[config.mk]
export PLATFORM = sky130hd
export DESIGN_NAME = pcs_tx_idle_gen_flat
export DESIGN_NICKNAME = d
export VERILOG_FILES = /design/src/rtl/pcs_tx_idle_gen_if.sv /design/src/rtl/pcs_tx_idle_gen.sv /design/src/flat_wrapper.sv
export SDC_FILE = /design/constraint.sdc
export NUM_CORES = 1
export LEC_CHECK = 0
export CAP_MARGIN = 20
export CELL_PAD_IN_SITES_DETAIL_PLACEMENT = 1
export CELL_PAD_IN_SITES_GLOBAL_PLACEMENT = 1
export CORE_AREA = 10 10 126 128
export CTS_CLUSTER_SIZE = 14
export DETAILED_ROUTE_END_ITERATION = 12
export DIE_AREA = 0 0 136 138
export HOLD_SLACK_MARGIN = 0.06
export PLACE_DENSITY = 0.79
export SETUP_SLACK_MARGIN = 0.15
export SYNTH_ARGS = -nofsm -noshare
export SYNTH_HDL_FRONTEND = slang
export SYNTH_SLANG_ARGS = --single-unit
[constraint.sdc]
create_clock -name clk -period 3.3 [get_ports clk]
set_input_delay 0.33 -clock clk [delete_from_list [all_inputs] [get_ports clk]]
set_output_delay 0.33 -clock clk [all_outputs]
set_load 0.02 [all_outputs]
[src/rtl/pcs_tx_idle_gen_if.sv]
// pcs_tx_idle_gen_if: XGMII-in / MGT-out bundle for the idle generator
interface pcs_tx_idle_gen_if;
  logic [63:0] xgmii_txd;
  logic [7:0]  xgmii_txc;
  logic [63:0] mgt_txdata;
  logic [7:0]  mgt_txcharisk;
  modport master(output xgmii_txd, xgmii_txc, input mgt_txdata, mgt_txcharisk);
  modport slave(input xgmii_txd, xgmii_txc, output mgt_txdata, mgt_txcharisk);
endinterface

[src/rtl/pcs_tx_idle_gen.sv]
// pcs_tx_idle_gen: XGMII idle/control to 8b/10b code-group mapping with ||A||/||K||/||R|| randomisation
module pcs_tx_idle_gen #(
  parameter logic [6:0] PRBS_SEED = 7'h7F
) (
  input logic clk,
  input logic reset,
  pcs_tx_idle_gen_if.slave bus
);
  typedef struct packed {
    logic [31:0] d;
    logic [3:0]  k;
    logic [4:0]  a;
    logic        t;
  } col_t;

  function automatic logic [6:0] lfsr(input logic [6:0] p);
    return {p[5:0], p[6] ^ p[5]};
  endfunction

  // One column: code-group mapping plus the per-column a_cnt/prev_t update
  function automatic col_t col_gen(input logic [31:0] d, input logic [3:0] c,
                                   input logic [6:0] p, input logic [4:0] a, input logic t);
    col_t r;
    logic idle, a_emit;
    idle = &c && d == {4{8'h07}};
    a_emit = idle && a == 5'd0;
    r.t = 1'b0;
    for (int i = 0; i < 4; i++) begin
      r.t = r.t | (c[i] && d[8*i+:8] == 8'hFD);
      r.k[i] = c[i];
      r.d[8*i+:8] = idle ? (a_emit ? 8'h7C : (t || p[0]) ? 8'hBC : 8'h1C) :
                    !c[i] ? d[8*i+:8] :
                    d[8*i+:8] == 8'h07 ? 8'hBC :
                    d[8*i+:8] inside {8'hFB, 8'hFD, 8'h9C, 8'hFE} ? d[8*i+:8] : 8'hFE;
    end
    r.a = a_emit ? {1'b1, p[3:0]} : a - 5'(a != 5'd0);
    return r;
  endfunction

  logic [6:0]  prbs;
  logic [4:0]  a_cnt;
  logic        prev_t;
  logic [31:0] d0, d1;
  logic [3:0]  c0, c1;
  col_t        r0, r1;

  genvar n;
  for (n = 0; n < 4; n++) begin : g_lane
    assign d0[8*n+:8] = bus.xgmii_txd[16*n+:8];
    assign d1[8*n+:8] = bus.xgmii_txd[16*n+8+:8];
    assign c0[n] = bus.xgmii_txc[2*n];
    assign c1[n] = bus.xgmii_txc[2*n+1];
  end

  always_comb begin
    r0 = col_gen(d0, c0, prbs, a_cnt, prev_t);
    r1 = col_gen(d1, c1, lfsr(prbs), r0.a, r0.t);
  end

  always_ff @(posedge clk) begin
    if (reset) begin
      bus.mgt_txdata <= {8{8'hBC}};
      bus.mgt_txcharisk <= 8'hFF;
      prbs <= PRBS_SEED;
      a_cnt <= 5'd0;
      prev_t <= 1'b0;
    end else begin
      for (int i = 0; i < 4; i++) begin
        bus.mgt_txdata[16*i+:8] <= r0.d[8*i+:8];
        bus.mgt_txdata[16*i+8+:8] <= r1.d[8*i+:8];
        bus.mgt_txcharisk[2*i] <= r0.k[i];
        bus.mgt_txcharisk[2*i+1] <= r1.k[i];
      end
      prbs <= lfsr(lfsr(prbs));
      a_cnt <= r1.a;
      prev_t <= r1.t;
    end
  end
endmodule

[src/flat_wrapper.sv]
// flat-port wrapper written by rule: the top's interface ports become plain ports
module pcs_tx_idle_gen_flat 
#(
  parameter logic [6:0] PRBS_SEED = 7'h7F
)
  (clk, reset, bus_xgmii_txd, bus_xgmii_txc, bus_mgt_txdata, bus_mgt_txcharisk);
  pcs_tx_idle_gen_if bus_i ();
  input logic clk;
  input logic reset;
  input wire logic [$bits(bus_i.xgmii_txd)-1:0] bus_xgmii_txd;
  input wire logic [$bits(bus_i.xgmii_txc)-1:0] bus_xgmii_txc;
  output wire logic [$bits(bus_i.mgt_txdata)-1:0] bus_mgt_txdata;
  output wire logic [$bits(bus_i.mgt_txcharisk)-1:0] bus_mgt_txcharisk;
  assign bus_i.xgmii_txd = bus_xgmii_txd;
  assign bus_i.xgmii_txc = bus_xgmii_txc;
  assign bus_mgt_txdata = bus_i.mgt_txdata;
  assign bus_mgt_txcharisk = bus_i.mgt_txcharisk;
  pcs_tx_idle_gen #(.PRBS_SEED(PRBS_SEED)) u_core (.clk(clk), .reset(reset), .bus(bus_i));
endmodule
==> Word-level counts from Yosys, hierarchy flattened <==
Cells that the tools add are included.
{ "classes": {"mux": 38, "addsub": 2, "n_bitwise": 8, "n_reduce_logical": 28, "eq_ne": 42} }
{ "op_table": {"columns": ["cell", "n"], "rows": [
  ["$mux 8", 36],
  ["$eq 8x8->1 const B", 32],
  ["$eq 32x27->1 const B", 2],
  ["$eq 8x3->1 const B", 8],
  ["$reduce_bool 4->1", 8],
  ["$logic_and 1x1->1", 12],
  ["$logic_not 5->1", 2],
  ["$mux 5", 2],
  ["$reduce_bool 5->1", 2],
  ["$sub 5x1->5", 2],
  ["$reduce_and 4->1", 2],
  ["$or 1x1->1", 6],
  ["$logic_or 1x1->1", 2],
  ["$xor 1x1->1", 2]
]} }
{ "totals": {"reg_bits": 85, "inputBits": 74, "elab_cells": 123} }

==> Logic depth before layout (Yosys ltp) <==
{ "depth": {"word_depth": 9, "ltp_mapped": 17, "mapped_depth_nobuf": 17} }

==> Least setup slack after synthesis <==
OpenSTA, ideal clock, no wires.
{ "synth_path": {"path_kind": "reg-to-reg", "from": "register u_core.a_cnt[3]", "to": "register u_core.a_cnt[3]", "synth_period_minus_slack_ps": 3240, "required_time_ps": 3221, "setup_slack_ps": 60, "setup_ps": 79, "stages_incl_launch_ff": 18, "arrival_ps": 3160, "cell_sequence": "dfxtp_1 -> or2_2 -> nor4_4 -> inv_1 -> ha_1 -> ha_1 -> nor2_1 -> a21oi_1 -> o21a_1 -> nor2_1 -> nand3_1 -> ha_1 -> nand2_1 -> nor2_1 -> o32ai_1 -> xor2_1 -> a21oi_1 -> a211oi_2"} }
{ "synth_via": {"elab_chain_len": 6, "word_cells_on_any_way": 10, "classes_between": "add/sub: 2; mux: 2; reduce/logical: 6"} }
{ "synth_rtl": {"columns": ["item", "line_no", "text"], "rows": [
  ["from (decl)", "pcs_tx_idle_gen.sv:41", "logic [4:0] a_cnt;"],
  ["from (signal assigned)", "pcs_tx_idle_gen.sv:75", "a_cnt <= r1.a;"],
  ["$reduce_bool 5->1 or $logic_not 5->1 (tied branches)", "pcs_tx_idle_gen.sv:36, pcs_tx_idle_gen.sv:26", null],
  ["$sub 5x1->5 or $logic_and 1x1->1 (tied branches)", "pcs_tx_idle_gen.sv:36, pcs_tx_idle_gen.sv:26", null],
  ["$mux 5 *", "pcs_tx_idle_gen.sv:36", "r.a = a_emit ? {1'b1, p[3:0]} : a - 5'(a != 5'd0);"],
  ["$reduce_bool 5->1 or $logic_not 5->1 (tied branches)", "pcs_tx_idle_gen.sv:36, pcs_tx_idle_gen.sv:26", null],
  ["$sub 5x1->5 or $logic_and 1x1->1 (tied branches)", "pcs_tx_idle_gen.sv:36, pcs_tx_idle_gen.sv:26", null],
  ["$mux 5 *", "pcs_tx_idle_gen.sv:36", null]
]} }
Every way passes the cells marked *; elsewhere a longest branch is shown, timed or not.
A chain may end at the register's enable or synchronous reset.

==> Worst setup path in the final report <==
Ends and elaborated chain as after synthesis.

==> impl_summary.md <==
Outcome
The flow ran to the end, and the final reports show no timing, DRC or antenna violations.

Setup path
The arrival time of the worst setup path is 3310 ps. The kind of cell with the highest combined delay along the critical path is simple AND/OR/NAND/NOR gates. The largest individual stage delay along the critical path comes from the cell sky130_fd_sc_hd__dfxtp_4. The critical path data required time is 3550 ps. The type of element launching the critical path is a register.

The category of the most critical setup path is register to register. The critical path goes through or2_4 > nor4_4 > inv_2 > ha_4 > ha_4 > nor2_4 > a21oi_2 > o21a_1 > nor2_2 > nand3_2 > ha_4 > nand2_4 > nor2_2 > o32ai_2 > xor2_1 > a21oi_1 > a211oi_2. The endpoint type of the worst setup path is a register.

The critical path's largest stage delay is 350 ps. The largest fanout on the critical path is 4. The most numerous cell type found on the critical path is sky130_fd_sc_hd__ha_4.

The count of buffering cells on the critical path with inverters included is 1.

Global routing
The number of global-route vias before repair is 4053. The first global-routing pass estimated 21.20 mm of wire. For this run the aggregate overflow at the end of global routing stands at 0. Entering global routing, the biggest net connects 42 pins.

The number of antenna violations at the first check in global routing was 0. Across every metal layer, demand over resource in global routing totals 0.1392.

STA
On the final layout, the worst hold slack is 466.3 ps. In this run the tightest slew margin relative to its limit is 0.4469. The total negative slack for setup checks is 0 ps. The slew at the pin with the worst max-slew slack is 829.6 ps. Setup violations remaining at the end of the flow were counted as 0. The fmax is 326.9 MHz. The final number of max-transition violations is 0.

Setup repair after global routing could not meet its margin everywhere. The hold violation count in the final report was 0. The final clock skew is 6.580 ps. The share of the cycle needed by the critical path after routing is 0.9269.

The clock period could shrink to 3059 ps.

Logic synthesis
When the netlist entered floorplanning its net count stood at 487. The number of enable-type register cells in the synthesized netlist is 0. The cell type contributing the most total cell area after synthesis is sky130_fd_sc_hd__dfxtp_1. Yosys mapped the design onto 53 distinct sky130hd cell types. The total of flip-flops plus latches after synthesis is 85. The most common flop cell mapped by yosys is sky130_fd_sc_hd__dfxtp_1.

Counting every instance in the synthesized netlist gives 409. The share of synthesized area in the top cell type comes to 0.4666. The cell area that synthesis handed to floorplanning was 3647 um^2. The share of the Yosys chip area taken by registers is 0.4666.

The average size of a mapped cell is 8.917 um^2. Sorting the synthesized cells by area gives the leading types as sky130_fd_sc_hd__dfxtp_1 47%, sky130_fd_sc_hd__nor2_1 5.0%, sky130_fd_sc_hd__or2_2 4.5%, sky130_fd_sc_hd__o21ai_0 2.9%, sky130_fd_sc_hd__nand2b_1 2.6%. In the synthesized netlist the async set-or-reset flop fraction comes to 0. The synthesis warning total is 0.

Detailed routing
The post-detailed-route wirelength per cell is 17.42 um. In the routed design, unresolved DRC markers number 0. The final layout contains routed wiring with a total length of 13.45 mm. For this block, the initial DRC count from the detailed router was 147.

Using the TritonRoute via totals, the vias-per-cell ratio works out to 4.850. The pre-antenna-repair detailed-routing pass consisted of 4 iterations. For this block, the via count after detailed routing is 3744. In this run the remaining antenna-violating nets after routing total 0.

Clocking
The level count of the clock H-tree is 3. The clock reaches the later pin of the worst-skew pair after 340 ps. The clock-pin slew reported for the worst setup and hold paths after clock tree synthesis is 70 ps. The count of hold buffers inserted by post-cts repair is 0.

The tree is rooted in a sky130_fd_sc_hd__clkbuf_16. TritonCTS built the clock tree. The number of buffers added by the clock tree synthesis step is 9. The sink count of the clock tree is 85. The largest buffer count on any clock path is 2.

Job
The reported max-cap violation count is 0.

Floorplan
146 I/O pins were placed. The die width is 136 um. The total core area is 13500 um^2. The vertical die dimension is 138 um. The die footprint is 18770 um^2. The row count is 43.

The initial core utilization is 0.2701.

Pwr
Dividing total power by cell area gives a power density of 577.4 nW/um^2. The maximum ir drop on the vdd rail is 0.2755 mV. After layout, the design draws a total of 3.403 mW. The cell leakage power is 2.380 nW.

Final layout
0 antenna diodes ended up in the layout. The top cell types in the final layout, fill and taps aside, are 144 x sky130_fd_sc_hd__clkdlybuf4s50_1, 83 x sky130_fd_sc_hd__dfxtp_1, 46 x sky130_fd_sc_hd__nor2_1. The count of non-filler cells in the finished layout is 772. The share of layout cells above drive strength 1 is 0.1689. The layout overhead on the synthesized area is 61.61%. The final layout contains 665 nets. The most common cell after layout, fill and taps aside is sky130_fd_sc_hd__clkdlybuf4s50_1.

Placed design
The congestion estimate from routability-driven global placement came to 0.8836. The number of instances in the placed design is 741. The post-detailed-placement half-perimeter wirelength is 10.65 mm. The number of buffer cells added on primary ports is 145.

Worst hold path
The class of the worst hold path is register to register.
==> stage by stage <==
stage / instance area, um^2 / setup slack [ps] / util
after floorplan: 3707 / 152.8 / -
after global placement: 5449 / 41.64 / 0.4035
after detailed placement: 5449 / -105.8 / 0.4035
after CTS: 5774 / 200.8 / 0.4276
after global routing: 5894 / 51.70 / 0.4365
final: 5894 / 241.2 / 0.4365
==> kinds of logic (layout without fill, tap and decap cells) <==
kind of cell / Yosys count / count (layout) / synth area share
muxes: 1 / 1 / 0.002745
AOI/OAI and AO/OA: 75 / 75 / 0.1362
and+or+nand+nor: 207 / 207 / 0.3232
adders and majority gates: 4 / 4 / 0.01372
xor gates and xnor gates: 11 / 11 / 0.02641
DFF: 85 / 85 / 0.4666
buffers and inverters: 26 / 209 / 0.03122
==> worst paths after layout <==
check / start / endpoint / slack [ps] / cells past startpoint
worst min-delay path: u_core.prbs[4]$_SDFF_PP1_ / u_core.prbs[6]$_SDFF_PP1_ / 470 / 1
worst max-delay path: u_core.a_cnt[3]$_SDFF_PP0_ / u_core.a_cnt[3]$_SDFF_PP0_ / 240 / 17
worst min register to register: u_core.prbs[4]$_SDFF_PP1_ / u_core.prbs[6]$_SDFF_PP1_ / 470 / 1
worst max register to register: u_core.a_cnt[3]$_SDFF_PP0_ / u_core.a_cnt[3]$_SDFF_PP0_ / 240 / 17
==> layout make-up <==
class                   count  area, um^2
repair buffers            176        1679
flip-flops and latches     85        1709
inverters                  17       63.81
well taps                 180       225.2
multi-input cells         298        1917
clock inverters             7       75.07
clock buffers               9       225.2
fillers                  1549        7610
==> cells in the mapped netlist (3+ instances only) <==
master                      n
sky130_fd_sc_hd__xor2_1     6
sky130_fd_sc_hd__nor2_1    49
sky130_fd_sc_hd__or3_1     13
sky130_fd_sc_hd__nand3_1   15
sky130_fd_sc_hd__nor3_1    17
sky130_fd_sc_hd__xnor2_1    5
sky130_fd_sc_hd__nand2_1   24
sky130_fd_sc_hd__a211oi_1   5
sky130_fd_sc_hd__a21oi_1   15
sky130_fd_sc_hd__and2_1     3
sky130_fd_sc_hd__o21ai_0   21
sky130_fd_sc_hd__nand4_1    8
sky130_fd_sc_hd__and3_1    11
sky130_fd_sc_hd__nand2b_1  15
sky130_fd_sc_hd__a311oi_1   3
sky130_fd_sc_hd__o21a_1     3
sky130_fd_sc_hd__a31oi_1    6
sky130_fd_sc_hd__or2_2     26
sky130_fd_sc_hd__dfxtp_1   85
sky130_fd_sc_hd__o21bai_1   8
sky130_fd_sc_hd__nor4_4     3
sky130_fd_sc_hd__ha_1       4
sky130_fd_sc_hd__nor4_1     4
sky130_fd_sc_hd__inv_1     17
sky130_fd_sc_hd__clkbuf_1   6
==> registers in the layout, summed over array words and instances (netlist names) <==
register	cells
u_core.a_cnt	5
u_core.bus.mgt_txcharisk	8
u_core.prev_t	1
u_core.prbs	7
u_core.bus.mgt_txdata	64
==> power breakdown <==
| part | internal, mW | switching [mW] | leakage (nW) |
|---|---|---|---|
| Sequential | 1.11 | 0.0452 | 0.706 |
| Clock | 0.589 | 0.428 | 0.138 |
| Combinational | 0.664 | 0.573 | 1.54 |
==> worst register-to-register path, stage by stage, from the launching register on <==
cell and delay, ps:
sky130_fd_sc_hd__dfxtp_4 350, sky130_fd_sc_hd__or2_4 260, sky130_fd_sc_hd__nor4_4 250, sky130_fd_sc_hd__inv_2 90
sky130_fd_sc_hd__ha_4 180, sky130_fd_sc_hd__ha_4 170, sky130_fd_sc_hd__nor2_4 110, sky130_fd_sc_hd__a21oi_2 70
sky130_fd_sc_hd__o21a_1 220, sky130_fd_sc_hd__nor2_2 160, sky130_fd_sc_hd__nand3_2 120, sky130_fd_sc_hd__ha_4 200
sky130_fd_sc_hd__nand2_4 60, sky130_fd_sc_hd__nor2_2 40, sky130_fd_sc_hd__o32ai_2 220, sky130_fd_sc_hd__xor2_1 190
sky130_fd_sc_hd__a21oi_1 110, sky130_fd_sc_hd__a211oi_2 180
==> timing repair <==
| item | 4_1_cts | 5_1_grt |
|---|---|---|
| endpoints found under the setup margin | 2 | 2 |
| pin swaps | 3 | 15 |
| resized for setup | 2 | 8 |
| buffers inserted | 2 | 13 |
==> metal layers <==
layer | wire [um] | track usage
met3 | 1215 | 0.05725
met5 | 0 | 0
met1 | 5399 | 0.1482
met4 | 197 | 0.04150
met2 | 6634 | 0.2439
Power figures use the tool's default switching activity.
